$ cat src/rtl/mem_arbiter_pkg.sv
// Shared types and constants for the two-port memory arbiter.
package mem_arbiter_pkg;

  // Arbiter FSM states; only these four are reachable.
  typedef enum logic [1:0] {
    StIdle = 2'd0,
    StWr   = 2'd1,
    StRd   = 2'd2,
    StResp = 2'd3
  } state_e;

  // Default number of RD cycles allowed before the read is aborted.
  localparam int unsigned TimeoutDefault = 15;

  // Memory write mask driven whenever no write is in flight.
  localparam logic [3:0] MaskIdle = 4'b1111;

  // Counter width able to hold 0..t.
  function automatic int unsigned cnt_width(int unsigned t);
    return (t < 2) ? 1 : $clog2(t + 1);
  endfunction

endpackage

$ cat src/rtl/mem_arbiter_if.sv
// Bundle of both requester ports and the shared memory port.
interface mem_arbiter_if #(
  parameter int unsigned AW = 16,
  parameter int unsigned W  = 32
) ();

  // Requester port 0
  logic          req0;
  logic          we0;
  logic [AW-1:0] addr0;
  logic [W-1:0]  wdata0;
  logic [3:0]    wmask0;
  logic          ack0;
  logic [W-1:0]  rdata0;
  logic          err0;

  // Requester port 1
  logic          req1;
  logic          we1;
  logic [AW-1:0] addr1;
  logic [W-1:0]  wdata1;
  logic [3:0]    wmask1;
  logic          ack1;
  logic [W-1:0]  rdata1;
  logic          err1;

  // Memory port
  logic          ren;
  logic          wen;
  logic [AW-1:0] addr;
  logic [W-1:0]  wdata;
  logic [3:0]    wmask;
  logic [W-1:0]  rdata;
  logic          rd_valid;

  // Arbiter side.
  modport slave (
    input  req0, we0, addr0, wdata0, wmask0,
    output ack0, rdata0, err0,
    input  req1, we1, addr1, wdata1, wmask1,
    output ack1, rdata1, err1,
    output ren, wen, addr, wdata, wmask,
    input  rdata, rd_valid
  );

  // Requesters plus memory model side.
  modport master (
    output req0, we0, addr0, wdata0, wmask0,
    input  ack0, rdata0, err0,
    output req1, we1, addr1, wdata1, wmask1,
    input  ack1, rdata1, err1,
    input  ren, wen, addr, wdata, wmask,
    output rdata, rd_valid
  );

endinterface

$ cat src/rtl/mem_arbiter_rr_arb2.sv
// rr_arb2: two-input round-robin picker. last_q remembers the port granted
// most recently; it resets to port 1 so that port 0 wins the first tie.
module mem_arbiter_rr_arb2 (
  input  logic clk,
  input  logic rst_n,
  input  logic req0_i,
  input  logic req1_i,
  input  logic en_i,
  output logic gnt_valid_o,
  output logic gnt_o
);

  logic last_q, last_d;

  // Winner selection and pointer advance, only when a grant is taken.
  always_comb begin
    gnt_valid_o = req0_i | req1_i;
    gnt_o       = (req0_i && req1_i) ? ~last_q : req1_i;
    last_d      = last_q;
    if (en_i && gnt_valid_o) begin
      last_d = gnt_o;
    end
  end

  // Pointer register.
  always_ff @(posedge clk or negedge rst_n) begin
    if (!rst_n) begin
      last_q <= 1'b1;
    end else begin
      last_q <= last_d;
    end
  end

endmodule

$ cat src/rtl/mem_arbiter.sv
// Two-port round-robin memory arbiter. One transaction at a time: the winner's
// command is latched in IDLE, executed in WR or RD, and acknowledged in RESP.
module mem_arbiter
  import mem_arbiter_pkg::*;
#(
  parameter int unsigned AW      = 16,
  parameter int unsigned W       = 32,
  parameter int unsigned TIMEOUT = TimeoutDefault
) (
  input  logic          clk,
  input  logic          rst_n,
  mem_arbiter_if.slave  bus
);

  localparam int unsigned CW = cnt_width(TIMEOUT);

  state_e        state_q, state_d;
  logic          port_q, port_d;
  logic          we_q, we_d;
  logic [AW-1:0] addr_q, addr_d;
  logic [W-1:0]  wdata_q, wdata_d;
  logic [3:0]    wmask_q, wmask_d;
  logic [W-1:0]  rdata_q, rdata_d;
  logic          err_q, err_d;
  logic [CW-1:0] cnt_q, cnt_d;

  logic arb_en;
  logic gnt_valid;
  logic gnt;

  assign arb_en = (state_q == StIdle);

  mem_arbiter_rr_arb2 u_rr_arb2 (
    .clk         (clk),
    .rst_n       (rst_n),
    .req0_i      (bus.req0),
    .req1_i      (bus.req1),
    .en_i        (arb_en),
    .gnt_valid_o (gnt_valid),
    .gnt_o       (gnt)
  );

  // Next-state logic: grant/latch, write, read with timeout, response.
  always_comb begin
    state_d = state_q;
    port_d  = port_q;
    we_d    = we_q;
    addr_d  = addr_q;
    wdata_d = wdata_q;
    wmask_d = wmask_q;
    rdata_d = rdata_q;
    err_d   = err_q;
    cnt_d   = cnt_q;
    case (state_q)
      StIdle: begin
        if (gnt_valid) begin
          port_d  = gnt;
          rdata_d = '0;
          err_d   = 1'b0;
          cnt_d   = '0;
          if (gnt) begin
            we_d    = bus.we1;
            addr_d  = bus.addr1;
            wdata_d = bus.wdata1;
            wmask_d = bus.wmask1;
          end else begin
            we_d    = bus.we0;
            addr_d  = bus.addr0;
            wdata_d = bus.wdata0;
            wmask_d = bus.wmask0;
          end
          state_d = we_d ? StWr : StRd;
        end
      end
      StWr: begin
        state_d = StResp;
      end
      StRd: begin
        if (bus.rd_valid) begin
          rdata_d = bus.rdata;
          state_d = StResp;
        end else if (cnt_q == CW'(TIMEOUT - 1)) begin
          // Last allowed RD cycle passed without data: abort with error.
          err_d   = 1'b1;
          rdata_d = '0;
          state_d = StResp;
        end else begin
          cnt_d = cnt_q + CW'(1);
        end
      end
      StResp: begin
        state_d = StIdle;
      end
      default: begin
        state_d = StIdle;
      end
    endcase
  end

  // Outputs decoded from registered state and the latched command only.
  always_comb begin
    bus.ren    = 1'b0;
    bus.wen    = 1'b0;
    bus.addr   = '0;
    bus.wdata  = '0;
    bus.wmask  = MaskIdle;
    bus.ack0   = 1'b0;
    bus.rdata0 = '0;
    bus.err0   = 1'b0;
    bus.ack1   = 1'b0;
    bus.rdata1 = '0;
    bus.err1   = 1'b0;
    unique case (state_q)
      StWr: begin
        bus.wen   = 1'b1;
        bus.addr  = addr_q;
        bus.wdata = wdata_q;
        bus.wmask = wmask_q;
      end
      StRd: begin
        bus.ren  = 1'b1;
        bus.addr = addr_q;
      end
      StResp: begin
        if (port_q) begin
          bus.ack1   = 1'b1;
          bus.rdata1 = rdata_q;
          bus.err1   = err_q;
        end else begin
          bus.ack0   = 1'b1;
          bus.rdata0 = rdata_q;
          bus.err0   = err_q;
        end
      end
      default: begin
      end
    endcase
  end

  // State and latched-command registers.
  always_ff @(posedge clk or negedge rst_n) begin
    if (!rst_n) begin
      state_q <= StIdle;
      port_q  <= 1'b0;
      we_q    <= 1'b0;
      addr_q  <= '0;
      wdata_q <= '0;
      wmask_q <= MaskIdle;
      rdata_q <= '0;
      err_q   <= 1'b0;
      cnt_q   <= '0;
    end else begin
      state_q <= state_d;
      port_q  <= port_d;
      we_q    <= we_d;
      addr_q  <= addr_d;
      wdata_q <= wdata_d;
      wmask_q <= wmask_d;
      rdata_q <= rdata_d;
      err_q   <= err_d;
      cnt_q   <= cnt_d;
    end
  end

endmodule

$ cat src/flat_wrapper.sv
// flat-port wrapper written by rule: the top's interface ports become plain ports
module mem_arbiter_flat import mem_arbiter_pkg::*;
#(
  parameter int unsigned AW      = 16,
  parameter int unsigned W       = 32,
  parameter int unsigned TIMEOUT = TimeoutDefault
)
  (clk, rst_n, bus_req0, bus_we0, bus_addr0, bus_wdata0, bus_wmask0, bus_ack0, bus_rdata0, bus_err0, bus_req1, bus_we1, bus_addr1, bus_wdata1, bus_wmask1, bus_ack1, bus_rdata1, bus_err1, bus_ren, bus_wen, bus_addr, bus_wdata, bus_wmask, bus_rdata, bus_rd_valid);
  mem_arbiter_if #(.AW(AW), .W(W)) bus_i ();
  input  logic clk;
  input  logic rst_n;
  input wire logic [$bits(bus_i.req0)-1:0] bus_req0;
  input wire logic [$bits(bus_i.we0)-1:0] bus_we0;
  input wire logic [$bits(bus_i.addr0)-1:0] bus_addr0;
  input wire logic [$bits(bus_i.wdata0)-1:0] bus_wdata0;
  input wire logic [$bits(bus_i.wmask0)-1:0] bus_wmask0;
  output wire logic [$bits(bus_i.ack0)-1:0] bus_ack0;
  output wire logic [$bits(bus_i.rdata0)-1:0] bus_rdata0;
  output wire logic [$bits(bus_i.err0)-1:0] bus_err0;
  input wire logic [$bits(bus_i.req1)-1:0] bus_req1;
  input wire logic [$bits(bus_i.we1)-1:0] bus_we1;
  input wire logic [$bits(bus_i.addr1)-1:0] bus_addr1;
  input wire logic [$bits(bus_i.wdata1)-1:0] bus_wdata1;
  input wire logic [$bits(bus_i.wmask1)-1:0] bus_wmask1;
  output wire logic [$bits(bus_i.ack1)-1:0] bus_ack1;
  output wire logic [$bits(bus_i.rdata1)-1:0] bus_rdata1;
  output wire logic [$bits(bus_i.err1)-1:0] bus_err1;
  output wire logic [$bits(bus_i.ren)-1:0] bus_ren;
  output wire logic [$bits(bus_i.wen)-1:0] bus_wen;
  output wire logic [$bits(bus_i.addr)-1:0] bus_addr;
  output wire logic [$bits(bus_i.wdata)-1:0] bus_wdata;
  output wire logic [$bits(bus_i.wmask)-1:0] bus_wmask;
  input wire logic [$bits(bus_i.rdata)-1:0] bus_rdata;
  input wire logic [$bits(bus_i.rd_valid)-1:0] bus_rd_valid;
  assign bus_i.req0 = bus_req0;
  assign bus_i.we0 = bus_we0;
  assign bus_i.addr0 = bus_addr0;
  assign bus_i.wdata0 = bus_wdata0;
  assign bus_i.wmask0 = bus_wmask0;
  assign bus_ack0 = bus_i.ack0;
  assign bus_rdata0 = bus_i.rdata0;
  assign bus_err0 = bus_i.err0;
  assign bus_i.req1 = bus_req1;
  assign bus_i.we1 = bus_we1;
  assign bus_i.addr1 = bus_addr1;
  assign bus_i.wdata1 = bus_wdata1;
  assign bus_i.wmask1 = bus_wmask1;
  assign bus_ack1 = bus_i.ack1;
  assign bus_rdata1 = bus_i.rdata1;
  assign bus_err1 = bus_i.err1;
  assign bus_ren = bus_i.ren;
  assign bus_wen = bus_i.wen;
  assign bus_addr = bus_i.addr;
  assign bus_wdata = bus_i.wdata;
  assign bus_wmask = bus_i.wmask;
  assign bus_i.rdata = bus_rdata;
  assign bus_i.rd_valid = bus_rd_valid;
  mem_arbiter #(.AW(AW), .W(W), .TIMEOUT(TIMEOUT)) u_core (.clk(clk), .rst_n(rst_n), .bus(bus_i));
endmodule
$ cat config.mk
export PLATFORM = sky130hd
export DESIGN_NAME = mem_arbiter_flat
export DESIGN_NICKNAME = d
export VERILOG_FILES = /design/src/rtl/mem_arbiter_pkg.sv /design/src/rtl/mem_arbiter_if.sv /design/src/rtl/mem_arbiter_rr_arb2.sv /design/src/rtl/mem_arbiter.sv /design/src/flat_wrapper.sv
export SDC_FILE = /design/constraint.sdc
export NUM_CORES = 1
export LEC_CHECK = 0
export ABC_AREA = 1
export CAP_MARGIN = 20
export CORE_MARGIN = 2
export CORE_UTILIZATION = 55
export CTS_BUF_LIST = sky130_fd_sc_hd__clkbuf_8
export CTS_CLUSTER_DIAMETER = 200
export CTS_CLUSTER_SIZE = 14
export DETAILED_ROUTE_END_ITERATION = 7
export DONT_BUFFER_PORTS = 1
export PLACE_DENSITY = 0.71
export RECOVER_POWER = 100
export SLEW_MARGIN = 20
export SYNTH_ARGS = -nofsm -noshare
export SYNTH_HDL_FRONTEND = slang
export SYNTH_SLANG_ARGS = --single-unit
$ cat constraint.sdc
create_clock -name clk -period 3 [get_ports clk]
set_input_delay 0.9 -clock clk [delete_from_list [all_inputs] [get_ports clk]]
set_output_delay 0.9 -clock clk [all_outputs]
set_load 0.03 [all_outputs]
==> results.md <==
- Initial antenna violation count: 0
- Unrepaired setup endpoints after global routing: no
- Crit share post-route: 94.53%
- Clock slew at reported path FFs: 90 ps
- Power Dens Cells: 1045 nW/µm²
- Setup bufs post-CTS: 0
- Post-CTS sizing: 0
- CTS buffer count: 9
- Critical path launch point type: flip-flop
- Max-slew violation count: 0
- Initial core utilization: 56.31%
- Design Power: roughly 6.2 mW
- Post-Route WL: roughly 14000 µm
- Post-placement cell area: 6230 µm²
- Fillcell total: 1069
- Die X: ~110 µm
- Area growth, synth to finish: 2.768%
- Vias per cell: between 5 and 6
- Worst path arrival time: 1940 ps
- Largest net degree at the start of global routing: 94
- Final nets: 950
- Leading cell type in the layout, fill and taps excluded: nand2_1
- Syn Std Cell Area: 5787 µm²
- Outcome: complete, no violations
- Max Fanout on Critical Path: 34
- Register area share after synthesis: 40.32%
- CP max stage delay: 530 ps
- Antenna cells: 0
- Most frequent cells in the layout: nand2_1 (231), nor2_1 (123), inv_1 (98)
- Post-route cell area: 5947 µm²
- Finish-stage setup viols: 0
- Post-Syn Instances: 757
- Max IR drop VDD: 0.5885 mV
- CTS tree: done
- Drt initial violations: 247
- Least-Margin Pin Slew: ~1200 ps
- Layout cells sized above 1: 15.90%
- Drt drc: 0
- Pre-Repair DR Iteration Count: 4
- Final std cells w/o fill: 941
- Final hold violations: 0
- Clk sinks: 93
- Die Height: 106.6 µm
- Rows: 37
- Post-route ant nets: 0
- Gr usage total: a little under a quarter
- Synth Register Bits: 93
- Overflow after GRT: 0
- Final TNS setup: 0 ps
- Setup crit end kind: output port
- Clock Latency Late Sink: 350 ps
- YS warnings: 0
- Hold buffer count at CTS: 0
- CTS root buffer: clkbuf_8
- Detail Placement HPWL: ~9800 µm
- Max stage delay cell, worst path: clkbuf_2
- Worst endpoint required time: 2100 ps
- CTS max path bufs: 2
- Pleak: a little over 3 nW
- Io pins: 265
- Crit path kind: reg -> out
- CP Cell Sequence: ha_1, nand2_1, clkbuf_2, nor2_1, buf_4
- Number of global-route vias before repair: 4659
- Max H-tree Level: 3
- Global-route wire length before repair: 21300 µm
- Yosys cell types: 25
- Routed length per instance: 14.41 µm
- Hold Path Class: in -> async
- Rel. slew slack: 21.58%
- Max_cap viols: 0
- Final Wtd Congestion: around 0.83
- Vias: 4908
- Fmax: 0.3526 GHz
- Syn_area_per_cell: 7.644 µm²
- Clock Skews: 15.05 ps
- Die area: 11360 µm²
- Core Region: 10280 µm²
- Port bufs: 0
- Syn Nets: 907
- Placed insts: between 900 and 1000
- Minimum clock period after layout: ~2800 ps
worst max-delay path: cells and delay by family (launching register included):
kind	cells	cell delay (ps)
DFF	1	420
buffers and inverters	2	730
adders and majority gates	1	230
and+or+nand+nor	2	200
power breakdown:
group          switching (mW)  internal [mW]
clock                   0.425          0.316
combinational            2.50          0.828
sequential              0.324           1.82
total                    3.25           2.97
layer usage:
metal | wire length [µm] | share of wire [%] | global-route usage (%) | up-vias
met2 | 6789 | 50 | 41.13 | 205
met1 | 5536 | 41 | 27.57 | 2303
met4 | 277 | 2.0 | 9.647 | 0
met5 | 0 | 0 | 0 | -
met3 | 955 | 7.0 | 4.498 | 24
li1 | - | - | - | 2376
cell families (layout without fill, tap and decap cells):
family,after synthesis,count (layout),synth area share [%]
and+or+nand+nor,399,399,29.43
buffers and inverters,146,194,12.50
AOI/OAI and AO/OA,111,111,16.09
DFF,93,93,40.32
adders and majority gates,7,7,1.513
xor gates and xnor gates,1,1,0.1514
final cells by class:
cell class	count	area, µm²	share of cell area, %
Tap cell	136	170.2	2.861
Clock inverter	6	31.28	0.5260
Sequential cell	93	2333	39.24
Timing Repair Buffer	78	394.1	6.627
Inverter	100	377.9	6.354
Multi-Input combinational cell	518	2502	42.08
Clock buffer	10	137.6	2.314
final timing paths:
path,cells after the start,to,start,slack (ps)
hold reg to reg,2,u_core.u_rr_arb2.last_q,u_core.u_rr_arb2.last_q,470
setup reg to reg,8,u_core.rdata_q[12],u_core.state_q[0],530
hold / removal,0,u_core.wdata_q[24],rst_n,240
setup / recovery,5,bus_rdata1[1],u_core.state_q[0],160
min in group clk,2,u_core.u_rr_arb2.last_q,u_core.u_rr_arb2.last_q,470
max in group asynchronous,0,u_core.wmask_q[1],rst_n,2520
synthesized netlist by cell type:
cell	instances	share of area, %
ha_1	7	1.5
dfstp_2	5	2.3
buf_12	5	1.7
inv_1	96	6.2
xnor2_1	1	0.15
buf_6	4	0.78
nand4_1	1	0.11
a21oi_1	1	0.086
or2_2	1	0.11
o21ai_1	6	0.52
o21ai_0	4	0.35
nand2_4	1	0.19
clkbuf_1	12	0.78
nand3_1	5	0.43
inv_2	3	0.19
nand3_2	1	0.17
inv_12	1	0.28
nand3b_1	32	4.2
dfrtp_1	88	38
nand2_1	211	14
nor2_1	123	8.0
buf_2	17	1.5
o21ai_2	100	15
nand2_2	24	2.6
buf_4	8	1.0
through the flow:
stage	hold WS [ps]	setup slack (ps)	utilization [%]
3_3_place_gp	455.2	618.1	60.62
3_5_place_dp	459.0	538.7	60.62
6_report	240.6	164.1	57.86
2_1_floorplan	441.9	436.6	-
5_1_grt	205.0	27.62	57.86
4_1_cts	217.1	147.2	62.26
registers in the layout, summed over array words and instances (netlist names):
register                 count
u_core.addr_q               16
u_core.cnt_q                 4
u_core.err_q                 1
u_core.port_q                1
u_core.rdata_q              32
u_core.state_q               2
u_core.u_rr_arb2.last_q      1
u_core.wdata_q              32
u_core.wmask_q               4
Note: power is estimated with default switching activity, not from simulation.
